### config.mk
export PLATFORM = sky130hd
export DESIGN_NAME = piece_spawn_ctrl
export DESIGN_NICKNAME = d
export VERILOG_FILES = /design/src/rtl/piece_spawn_ctrl.sv
export SDC_FILE = /design/constraint.sdc
export NUM_CORES = 1
export LEC_CHECK = 0
export ABC_AREA = 0
export BUFFER_PORTS_ARGS = -buffer_cell sky130_fd_sc_hd__buf_2
export CORE_MARGIN = 5
export CORE_UTILIZATION = 45
export DETAILED_ROUTE_END_ITERATION = 8
export PLACE_DENSITY = 0.68
export SLEW_MARGIN = 20
export SYNTH_ARGS = -nofsm -noshare
export SYNTH_HDL_FRONTEND = slang
export SYNTH_SLANG_ARGS = --single-unit
### constraint.sdc
create_clock -name Clk -period 5.85 [get_ports Clk]
set_input_delay 1.755 -clock Clk [delete_from_list [all_inputs] [get_ports Clk]]
set_output_delay 1.755 -clock Clk [all_outputs]
set_load 0.05 [all_outputs]
### src/rtl/piece_spawn_ctrl.sv
// Falling-piece lifecycle controller: preview queue, spawn, gravity, lock delay
// and hand-off to line clear. All timing is counted in frame ticks.
//
// state      | meaning
// -----------+-----------------------------------------------------------
// S_IDLE     | not playing; preview queue held flushed
// S_FILL     | waiting for the preview queue to fill
// S_SPAWN    | one cycle: emit spawn pulse for queue head and pop it
// S_FALL     | piece falling; gravity counter runs on frame ticks
// S_LOCK     | piece grounded; lock-delay counter runs on frame ticks
// S_WAIT_CLR | piece locked; waiting for line clear to finish
// S_OVER     | spawn position blocked; game_over held until play stops
module piece_spawn_ctrl #(
    parameter int QDEPTH         = 4,
    parameter int GRAVITY_FRAMES = 30,
    parameter int SOFT_FRAMES    = 3,
    parameter int LOCK_FRAMES    = 15
) (
    input  logic       Clk,
    input  logic       Reset,
    input  logic       frame_clk,
    input  logic [2:0] Game_State,
    input  logic [2:0] randnum,
    input  logic       down_held,
    input  logic       blocked,
    input  logic       spawn_blocked,
    input  logic       clear_done,
    output logic [6:0] spawn_onehot,
    output logic       Step_Down,
    output logic       En_New_Static,
    output logic [2:0] next_piece,
    output logic       game_over
);

    localparam int AW    = $clog2(QDEPTH);
    localparam int MAXGS = (GRAVITY_FRAMES > SOFT_FRAMES) ? GRAVITY_FRAMES : SOFT_FRAMES;
    localparam int MAXF  = (MAXGS > LOCK_FRAMES) ? MAXGS : LOCK_FRAMES;
    localparam int CW    = $clog2(MAXF + 1);

    localparam logic [CW-1:0] GRAV_C  = CW'(GRAVITY_FRAMES);
    localparam logic [CW-1:0] SOFT_C  = CW'(SOFT_FRAMES);
    localparam logic [CW:0]   LOCK_W  = (CW + 1)'(LOCK_FRAMES);
    localparam logic [CW-1:0] CNT_MAX = {CW{1'b1}};
    localparam logic [CW:0]   ONE_W   = (CW + 1)'(1);
    localparam logic [AW-1:0] PTR_ONE = AW'(1);
    localparam logic [AW:0]   CNT_ONE = (AW + 1)'(1);
    localparam logic [AW:0]   Q_FULL  = (AW + 1)'(QDEPTH);

    typedef enum logic [2:0] {
        S_IDLE, S_FILL, S_SPAWN, S_FALL, S_LOCK, S_WAIT_CLR, S_OVER
    } state_t;

    state_t          r_state;
    logic            r_frame_q;
    logic [CW-1:0]   r_gcnt;
    logic [CW-1:0]   r_lcnt;
    logic [2:0]      r_mem [QDEPTH];
    logic [AW-1:0]   r_wptr;
    logic [AW-1:0]   r_rptr;
    logic [AW:0]     r_cnt;
    logic [6:0]      r_spawn;
    logic            r_step;
    logic            r_lock;
    logic [2:0]      r_next;
    logic            r_over;

    state_t          w_state_n;
    logic [CW-1:0]   w_gcnt_n;
    logic [CW-1:0]   w_lcnt_n;
    logic [6:0]      w_spawn_n;
    logic            w_step_n;
    logic            w_lock_n;
    logic            w_pop;
    logic            w_push;
    logic            w_tick;
    logic            w_play;
    logic            w_pause;
    logic            w_full;
    logic            w_empty;
    logic [2:0]      w_head;
    logic [6:0]      w_onehot;
    logic [CW-1:0]   w_thr;
    logic [CW:0]     w_gnext;
    logic [CW:0]     w_lnext;

    assign w_tick   = frame_clk & ~r_frame_q;
    assign w_play   = (Game_State == 3'b001);
    assign w_pause  = (Game_State == 3'b010);
    assign w_full   = (r_cnt == Q_FULL);
    assign w_empty  = (r_cnt == '0);
    assign w_head   = r_mem[r_rptr];
    assign w_onehot = (w_head == 3'd0) ? 7'd0 : (7'd1 << (w_head - 3'd1));
    assign w_thr    = down_held ? SOFT_C : GRAV_C;
    assign w_gnext  = {1'b0, r_gcnt} + ONE_W;
    assign w_lnext  = {1'b0, r_lcnt} + ONE_W;
    // A full queue may still accept a new ID in the same cycle it is popped.
    assign w_push   = (randnum != 3'd0) && (r_state != S_IDLE) && (r_state != S_OVER)
                      && (!w_full || w_pop);

    // Next-state, counter updates and pulse decisions; pause freezes everything.
    always_comb begin
        w_state_n = r_state;
        w_gcnt_n  = r_gcnt;
        w_lcnt_n  = r_lcnt;
        w_spawn_n = '0;
        w_step_n  = 1'b0;
        w_lock_n  = 1'b0;
        w_pop     = 1'b0;
        if (!w_pause) begin
            if (!w_play && r_state != S_OVER) begin
                w_state_n = S_IDLE;
            end else begin
                case (r_state)
                    S_IDLE: w_state_n = S_FILL;
                    S_FILL: if (w_full) w_state_n = S_SPAWN;
                    S_SPAWN: begin
                        if (spawn_blocked) begin
                            w_state_n = S_OVER;
                        end else begin
                            w_spawn_n = w_onehot;
                            w_pop     = 1'b1;
                            w_gcnt_n  = '0;
                            w_state_n = S_FALL;
                        end
                    end
                    S_FALL: begin
                        if (w_tick) begin
                            if (w_gnext >= {1'b0, w_thr}) begin
                                w_gcnt_n = '0;
                                if (blocked) begin
                                    w_state_n = S_LOCK;
                                    w_lcnt_n  = '0;
                                end else begin
                                    w_step_n = 1'b1;
                                end
                            end else begin
                                w_gcnt_n = (r_gcnt == CNT_MAX) ? r_gcnt : w_gnext[CW-1:0];
                            end
                        end
                    end
                    S_LOCK: begin
                        // Sliding off the ledge beats a coincident tick.
                        if (!blocked) begin
                            w_state_n = S_FALL;
                            w_gcnt_n  = '0;
                        end else if (w_tick) begin
                            if (w_lnext >= LOCK_W) begin
                                w_lock_n  = 1'b1;
                                w_state_n = S_WAIT_CLR;
                            end else begin
                                w_lcnt_n = (r_lcnt == CNT_MAX) ? r_lcnt : w_lnext[CW-1:0];
                            end
                        end
                    end
                    S_WAIT_CLR: if (clear_done) w_state_n = S_FILL;
                    S_OVER: if (!w_play) w_state_n = S_IDLE;
                    default: w_state_n = S_IDLE;
                endcase
            end
        end
    end

    // State register, counters and frame-edge detector.
    always_ff @(posedge Clk) begin
        if (Reset) begin
            r_state   <= S_IDLE;
            r_gcnt    <= '0;
            r_lcnt    <= '0;
            r_frame_q <= 1'b0;
        end else begin
            r_state   <= w_state_n;
            r_gcnt    <= w_gcnt_n;
            r_lcnt    <= w_lcnt_n;
            r_frame_q <= frame_clk;
        end
    end

    // Preview queue storage; only valid IDs are ever written.
    always_ff @(posedge Clk) begin
        if (w_push) r_mem[r_wptr] <= randnum;
    end

    // Preview queue pointers and occupancy; IDLE keeps the queue flushed.
    always_ff @(posedge Clk) begin
        if (Reset || r_state == S_IDLE) begin
            r_wptr <= '0;
            r_rptr <= '0;
            r_cnt  <= '0;
        end else begin
            if (w_push) r_wptr <= r_wptr + PTR_ONE;
            if (w_pop)  r_rptr <= r_rptr + PTR_ONE;
            if (w_push && !w_pop)      r_cnt <= r_cnt + CNT_ONE;
            else if (w_pop && !w_push) r_cnt <= r_cnt - CNT_ONE;
        end
    end

    // Registered outputs.
    always_ff @(posedge Clk) begin
        if (Reset) begin
            r_spawn <= '0;
            r_step  <= 1'b0;
            r_lock  <= 1'b0;
            r_next  <= 3'd0;
            r_over  <= 1'b0;
        end else begin
            r_spawn <= w_spawn_n;
            r_step  <= w_step_n;
            r_lock  <= w_lock_n;
            r_next  <= w_empty ? 3'd0 : w_head;
            r_over  <= (w_state_n == S_OVER);
        end
    end

    assign spawn_onehot  = r_spawn;
    assign Step_Down     = r_step;
    assign En_New_Static = r_lock;
    assign next_piece    = r_next;
    assign game_over     = r_over;

endmodule

==> results.yml, run 1 <==
clock_network:
  root_buffer: "clkbuf_8"
  cts_setup_buffers: 0
  cts_buffer_depth: 2
  clock_latency_ns: 0.30
  cts_sinks: 48
  cts-htree-levels: 2
  cts_resized: 0
  clkSlewWorstSetupHoldPaths_ns: 0.09
  cts_buffers: 5
  cts_hold_buffers: 0
  cts_tree: "done"
global_route:
  grt_pass1_vias: 1795
  grt_start_max_net_pins: 24
  grt_pass1_wl_um: 8180
  grt_antenna_before_repair: 0
  overflow: 0
  grtUsageTotal_pct: 13.8
synth:
  synth_area_sq_mm: 0.00253
  yosys.area.top_type: "dfxtp_1"
  ys.flop_type: "dfxtp_1"
  synthCells: 265
  synth_enable_flop_cells: 12
  synthArstFlopShare_pct: 0
  synth_cell_types: 54
  syn_nets: 298
  avgSynthCellArea_sq_um: 9.57
  seq_area_frac_synth_pct: 42.6
  yosysMostFrequentCell: "dfxtp_1"
  synth_warnings: 0
  synth_common_cells: "dfxtp_1 (36), nor2_1 (20), a21oi_1 (19), ha_1 (19), inv_1 (17)"
  synthDominantCellAreaShare_pct: 28.4
  ys_ff_latch: 48
  synthTopCellsByArea: "dfxtp_1 (28%), edfxtp_1 (14%), ha_1 (9.4%), a21oi_1 (3.8%), nor2_1 (3.0%)"
final_layout:
  fin_area_sq_mm: 0.00282
  drive_gt1_share_pct: 14.5
  num_antenna_cells: 0
  nets: 322
  area_growth_pct: 11.4
sta:
  fin_crit_ns: 4.35
  grt_setup_unrepaired: "no"
  finalSetupViolCount: 0
  finalMaxSlewViolations: 0
  finalSetupTns_ns: 0
  post-route-period-util_pct: 74.4
  relSlewSlack_pct: 56.1
  clock_skew_ns: 0.00778
  hold_violations: 0
  worst_pin_slew_ns: 0.652
  clock.fmax_ghz: 0.230
critical_path:
  slowest_stage: "or4_1"
  crit_path_end_kind: "flip-flop"
  cp_max_fo: 6
  r2r_start: "r_state[1]"
  worstSetupPathType: "in -> reg"
  startpoint: "Game_State[1]"
  cp_cell_sequence: "buf_2, or3b_4, or4_1, a21oi_4, and2b_2, ha_1, inv_1, fa_1, xor2_1, or3_1, a21oi_1"
  cp-start-kind: "input pin"
  cp.required_ns: 6.08
  slowest_delay_ns: 0.61
  cp_data_arrival_time_ns: 4.58
route:
  via_count: 1938
  via_per_inst: 5.35
  ant_nets: 0
  wirelength_um: 4690
  wl_per_cell_um: 12.9
  drc: 0
  dr.pass1.iters: 5
  first_iter_violations: 72
hold_path:
  hold_path.class: "reg -> reg"
  hp-start: "r_gcnt[1]"
placed_design:
  place_area_sq_mm: 0.00271
  gp_congestion: 0.803
  hpwl_um: 3580
  port-buffer-count: 25
run_status:
  outcome: "finished, final reports clean"
power:
  seq_power_share_pct: 57.7
  power.density_mw_per_mm2: 210
  p_leak_uw: 0.00110
  pwr-share-comb_pct: 4.6
  internal_power_uw: 463
  swShare_pct: 21.9
  p_clk_share_pct: 37.7
  ir_worst_vdd_v: 0.000139
  switchingPower_uw: 130
floorplan:
  die_x_um: 85.1
  fp-row-count: 27
  coreArea_sq_mm: 0.00551
  start_util_pct: 46.0
  die_area_sq_mm: 0.00723
  fp.dieH_um: 85.1
  ioPinCount: 26
run:
  cap_violations: 0
-- final cells by class --
class                      instances  area [sq um]
clock inverter                     2          16.3
tap                               72          90.1
multi-input combinational        192          1350
fill                             515          2680
sequential                        48          1080
inverter                          17          63.8
clock buffer                       6          93.8
timing repair buffer              25           125
-- registers in the layout (all words and copies together) (netlist names), named ones only --
name / cells
spawn_onehot: 7
r_frame_q: 1
En_New_Static: 1
Step_Down: 1
r_state: 3
r_gcnt: 5
r_lcnt: 5
r_wptr: 2
game_over: 1
next_piece: 3
r_cnt: 3
r_mem: 12
r_rptr: 2
-- power groups by stage --
stage          combinational, uW  sequential (uW)  clock, uW
2_1_floorplan               16.6              349          0
3_3_place_gp                26.8              350          0
5_1_grt                     31.2              342        245
3_5_place_dp                27.4              350          0
6_report                    27.5              342        223
4_1_cts                     27.7              342        230
-- layer usage --
metal / wire length [um] / vias to the layer above / part of all wire (%) / track usage (%)
li1: - / 1005 / - / -
met1: 2360 / 891 / 50 / 19.7
met2: 2080 / 38 / 44 / 20.8
met3: 198 / 4 / 4.2 / 2.52
met4: 46 / 0 / 0.98 / 4.75
met5: 0 / - / 0 / 0
-- worst max-delay path, delay by kind of cell --
family                   cells  cell delay [ns]
buffers and inverters        2             0.19
AO/OA/AOI/OAI                2             0.39
XOR/XNOR                     1             0.17
AND/OR/NAND/NOR              4             1.53
adder cells (fa/ha/maj)      2             0.55
-- cells by family after synthesis --
group                    share of synthesized area, %
AO/OA/AOI/OAI                                    15.2
AND/OR/NAND/NOR                                  22.2
flip-flops                                       42.6
adder cells (fa/ha/maj)                          10.2
XOR/XNOR                                         2.42
buffers and inverters                            4.00
multiplexers                                     3.45
-- per-stage QoR --
| step | cells | util, % | hold slack (ns) | setup slack (ns) | power [uW] |
|---|---|---|---|---|---|
| after floorplan | 265 | - | 0.458 | 1.56 | 366 |
| after global placement | 354 | 49.3 | 0.480 | 1.28 | 376 |
| after detailed placement | 354 | 49.3 | 0.489 | 1.20 | 377 |
| after CTS | 362 | 51.3 | 0.502 | 1.51 | 600 |
| after global routing | 362 | 51.3 | 0.533 | 1.33 | 618 |
| final | 362 | 51.3 | 0.498 | 1.50 | 593 |
-- placed cells by master, fill, tap and decap left out, types with 3 or more instances in the layout --
master	count
nor2_1	20
a31oi_1	4
nand3b_1	3
xor2_1	3
a211oi_1	3
edfxtp_1	12
buf_2	25
inv_1	17
o21ai_0	10
nor3_1	8
nor3b_1	3
o21a_1	5
ha_1	19
dfxtp_1	36
mux4_2	3
or3_1	4
and3_1	6
xnor2_1	4
and2_1	8
nand2b_1	6
clkbuf_8	5
nor2b_1	5
nand3_1	8
a21oi_1	19
nand2_1	15
-- final timing paths --
path | slack [ns] | cells after the start | to
setup / recovery | 1.50 | 11 | r_cnt[2]
hold / removal | 0.50 | 2 | r_gcnt[1]
setup reg to reg | 2.65 | 10 | r_cnt[2]
hold reg to reg | 0.50 | 2 | r_gcnt[1]
(Power assumes the default switching activity.)
==> inputs of run 2 (changes only) <==
Settings changed: PLACE_DENSITY 0.68 to 0.7.
Clock period 5.85 ns to 3.6 ns, I/O delays scaled along.
==> run 2 against run 1 <==
Sequential power grew 63%. Worst setup slack got worse by 1.2 ns. Cell area rose by 2.3%.
==> results.yml, run 2 (synthesis results as in run 1) <==
run_status:
  outcome: "finished, final reports clean"
floorplan:
  die_area_sq_mm: 0.00723
  fp-row-count: 27
  coreArea_sq_mm: 0.00551
  die_x_um: 85.1
  fp.dieH_um: 85.1
  ioPinCount: 26
  start_util_pct: 46.0
final_layout:
  drive_gt1_share_pct: 17.4
  final_common_cell: "dfxtp_1"
  area_growth_pct: 14.0
  top_register: "r_mem"
  largest_reg_flops: 12
  most-common-layout-cells: "dfxtp_1 (36), buf_2 (25), nor2_1 (20)"
  num_antenna_cells: 0
  nets: 330
critical_path:
  r2r-end: "r_cnt[2]"
  reg2regPathDepth: 10
  r2r_start: "r_state[1]"
  worstSetupPathType: "in -> reg"
  cp.required_ns: 3.83
  crit_path_end_kind: "flip-flop"
  cp_data_arrival_time_ns: 3.55
  reg2reg_setup_slack_ns: 0.70
  cp_max_fo: 2
  cp-start-kind: "input pin"
power:
  power.density_mw_per_mm2: 336
  p_leak_uw: 0.00114
  totalPowerFinal_uw: 971
  ir_worst_vdd_v: 0.000142
clock_network:
  cts_buffer_depth: 2
  clock_latency_ns: 0.30
  root_buffer: "clkbuf_8"
  cts_tree: "done"
  cts_resized: 0
  cts-htree-levels: 2
  clkSlewWorstSetupHoldPaths_ns: 0.09
  cts_sinks: 48
  cts_setup_buffers: 0
  cts_buffers: 5
  cts_hold_buffers: 0
global_route:
  grt_pass1_vias: 1873
  grtUsageTotal_pct: 14.7
  grt_pass1_wl_um: 8600
  overflow: 0
  grt_start_max_net_pins: 24
  grt_antenna_before_repair: 0
route:
  ant_nets: 0
  wl_per_cell_um: 13.1
  via_per_inst: 5.31
  first_iter_violations: 117
  drc: 0
  dr.pass1.iters: 4
  via_count: 1963
  wirelength_um: 4840
sta:
  hold_violations: 0
  grt_setup_unrepaired: "no"
  clock.fmax_ghz: 0.301
  setup_ws_ns: 0.279
  finalMaxSlewViolations: 0
  fin_crit_ns: 3.32
  worst_pin_slew_ns: 0.631
  clock_skew_ns: 0.00476
  post-route-period-util_pct: 92.2
  finalSetupViolCount: 0
  relSlewSlack_pct: 57.6
hold_path:
  hold_depth: 2
  min_delay_worst_endpoint: "r_gcnt[1]"
  hp-start: "r_gcnt[1]"
  hold_path.class: "reg -> reg"
placed_design:
  hpwl_um: 3640
  dp_slack_ns: -0.0427
  gp_congestion: 0.833
  port-buffer-count: 25
run:
  cap_violations: 0
[run 2: worst max path at each step]
stage,start,endpoint,cells past startpoint
floorplan,Game_State[1],r_cnt[2],11
global placement,Game_State[1],r_cnt[2],11
finish,Game_State[1],r_cnt[2],11
CTS,Game_State[1],r_cnt[2],11
detailed placement,Game_State[1],r_cnt[2],11
global route,Game_State[1],r_cnt[2],11
[run 2: per-layer routing]
| layer | routed length [um] | global-route usage [%] | vias to the layer above |
|---|---|---|---|
| met5 | 0 | 0 | - |
| met4 | 44 | 5.61 | 0 |
| met3 | 261 | 3.59 | 4 |
| met2 | 2130 | 21.9 | 46 |
| met1 | 2410 | 20.5 | 894 |
| li1 | - | - | 1019 |
[run 2: report_power, final]
group / switching [uW] / internal (uW) / leakage [uW]
logic: 27.9 / 21.2 / 0.000688
clock network: 185 / 181 / 0.0000530
registers: 2.17 / 553 / 0.000398
[run 2: critical path, stage by stage]
cell	delay, ns
buf_2	0.10
or3b_4	0.39
or4_4	0.45
a21oi_4	0.14
and2b_2	0.17
ha_2	0.17
inv_1	0.05
fa_1	0.37
xor2_1	0.17
or3_1	0.30
a21oi_1	0.16
[run 2: area by class of cell]
cell class,count,area [sq um]
fill,510,2620
clock buffer,6,93.8
inverter,17,63.8
multi-input combinational,192,1360
tap,72,90.1
sequential,48,1080
clock inverter,2,16.3
timing repair buffer,33,185
[run 2: per-stage QoR]
stage / util (%) / setup TNS [ns] / cells / instance area, sq um / hold WS, ns
2_1_floorplan: - / 0 / 265 / 2540 / 0.458
3_3_place_gp: 50.5 / 0 / 362 / 2780 / 0.477
3_5_place_dp: 50.5 / -0.0427 / 362 / 2780 / 0.488
4_1_cts: 52.5 / 0 / 370 / 2890 / 0.501
5_1_grt: 52.5 / 0 / 370 / 2890 / 0.524
6_report: 52.5 / 0 / 370 / 2890 / 0.493
==> inputs of run 3 (changes only) <==
Settings changed: BUFFER_PORTS_ARGS -buffer_cell sky130_fd_sc_hd__buf_2 to -buffer_cell sky130_fd_sc_hd__clkbuf_2.
==> run 3 against run 2 <==
Register-to-register slack barely moved. Clock power fell by 8.2%. Combinational power barely moved. Clock-buffer cell count did not move. Cell count did not move. Clock skew barely moved. Core utilization fell by 0.25 points.
==> results.yml, run 3 (synthesis results as in run 1) <==
global_route:
  grt_pass1_wl_um: 8550
  grt_pass1_vias: 1852
  grt_start_max_net_pins: 24
  grtUsageTotal_pct: 14.4
  grt_antenna_before_repair: 0
  overflow: 0
sta:
  worst_pin_slew_ns: 0.699
  relSlewSlack_pct: 53.0
  finalSetupViolCount: 0
  fin_crit_ns: 3.29
  clock_skew_ns: 0.00470
  hold_violations: 0
  post-route-period-util_pct: 91.4
  finalSetupTns_ns: 0
  finalMaxSlewViolations: 0
  grt_setup_unrepaired: "no"
  clock.fmax_ghz: 0.304
critical_path:
  cp-start-kind: "input pin"
  path_buf_inv: 2
  slowest_stage: "or4_4"
  worstSetupPathType: "in -> reg"
  slowest_delay_ns: 0.45
  crit_path_end_kind: "flip-flop"
  cp_cell_sequence: "clkbuf_2, or3b_4, or4_4, a21oi_4, and2b_2, ha_2, inv_1, fa_1, xor2_1, or3_1, a21oi_1"
  cp.required_ns: 3.83
  cp_data_arrival_time_ns: 3.52
  cp_max_fo: 2
  cp_top_family: "simple AND/OR/NAND/NOR gates"
final_layout:
  multi_input_area_sq_mm: 0.00136
  top_register: "r_mem"
  nets: 330
  area_growth_pct: 13.4
  final_common_cell: "dfxtp_1"
  largest_reg_flops: 12
  regArea_sq_mm: 0.00108
  drive_gt1_share_pct: 17.4
  num_antenna_cells: 0
  n_fill_cell: 510
  most-common-layout-cells: "dfxtp_1 (36), clkbuf_2 (25), nor2_1 (20)"
clock_network:
  cts_buffer_depth: 2
  cts_buffers: 5
  cts_tree: "done"
  cts_hold_buffers: 0
  cts_resized: 0
  cts_sinks: 48
  clock_latency_ns: 0.30
  cts-htree-levels: 2
  cts_setup_buffers: 0
  root_buffer: "clkbuf_8"
  clkSlewWorstSetupHoldPaths_ns: 0.09
floorplan:
  fp.dieH_um: 85.1
  start_util_pct: 46.0
  die_x_um: 85.1
  ioPinCount: 26
  fp-row-count: 27
  die_area_sq_mm: 0.00723
  coreArea_sq_mm: 0.00551
route:
  via_count: 1965
  wirelength_um: 4790
  ant_nets: 0
  via_per_inst: 5.31
  wl_per_cell_um: 12.9
  first_iter_violations: 97
  drc: 0
  dr.pass1.iters: 4
placed_design:
  port-buffer-count: 25
  hpwl_um: 3630
  gp_congestion: 0.850
run:
  cap_violations: 0
run_status:
  outcome: "finished, final reports clean"
power:
  totalPowerFinal_uw: 942
  power.density_mw_per_mm2: 327
  ir_worst_vdd_v: 0.000142
  p_leak_uw: 0.00113
hold_path:
  hold_path.class: "reg -> reg"
-- run 3: cell count changes in the layout (fill, tap and decap cells not counted), sizes merged --
cell,before,now
buf,33,8
clkbuf,6,31
clkinv,0,1
clkinvlp,1,0
-- run 3: worst register-to-register path, cell delays in order, from the launching register on --
cell	delay, ns
dfxtp_1	0.62
nand2b_1	0.17
or4_4	0.53
a21oi_4	0.14
and2b_2	0.16
ha_2	0.18
inv_1	0.05
fa_1	0.37
xor2_1	0.18
or3_1	0.30
a21oi_1	0.14
-- run 3: cell type report --
class                           count  area share, %
Multi-Input combinational cell    192           47.3
Sequential cell                    48           37.6
Timing Repair Buffer               33           6.44
Tap cell                           72           3.13
Clock buffer                        6           2.87
Inverter                           17           2.22
Clock inverter                      2          0.479
-- run 3: metrics by stage --
step / utilization [%] / hold WS (ns) / instances / instance area (sq um) / worst slack (ns)
global route: 52.2 / 0.536 / 370 / 2880 / 0.184
CTS: 52.2 / 0.503 / 370 / 2880 / 0.326
global placement: 50.5 / 0.477 / 362 / 2780 / 0.0623
floorplan: - / 0.458 / 265 / 2540 / 0.00811
detailed placement: 50.5 / 0.489 / 362 / 2780 / 0.0105
finish: 52.2 / 0.499 / 370 / 2880 / 0.309
-- run 3: worst paths after layout --
check,from,to,slack [ns],depth (start not counted)
setup / recovery,Game_State[1],r_cnt[2],0.31,11
setup reg to reg,r_state[1],r_cnt[2],0.70,10
hold reg to reg,r_lcnt[4],r_lcnt[4],0.50,1
hold / removal,r_lcnt[4],r_lcnt[4],0.50,1
-- run 3: where the power goes --
part / internal, uW / switching (uW)
clock network: 157 / 180
logic: 21.2 / 27.7
registers: 553 / 2.20
total: 732 / 210
-- run 3: layer usage --
metal / part of all wire [%] / global-route usage (%) / vias to the layer above
li1: - / - / 1016
met1: 51 / 21.1 / 898
met2: 42 / 20.6 / 42
met3: 4.9 / 3.11 / 9
met4: 2.0 / 5.61 / 0
met5: 0 / 0 / -
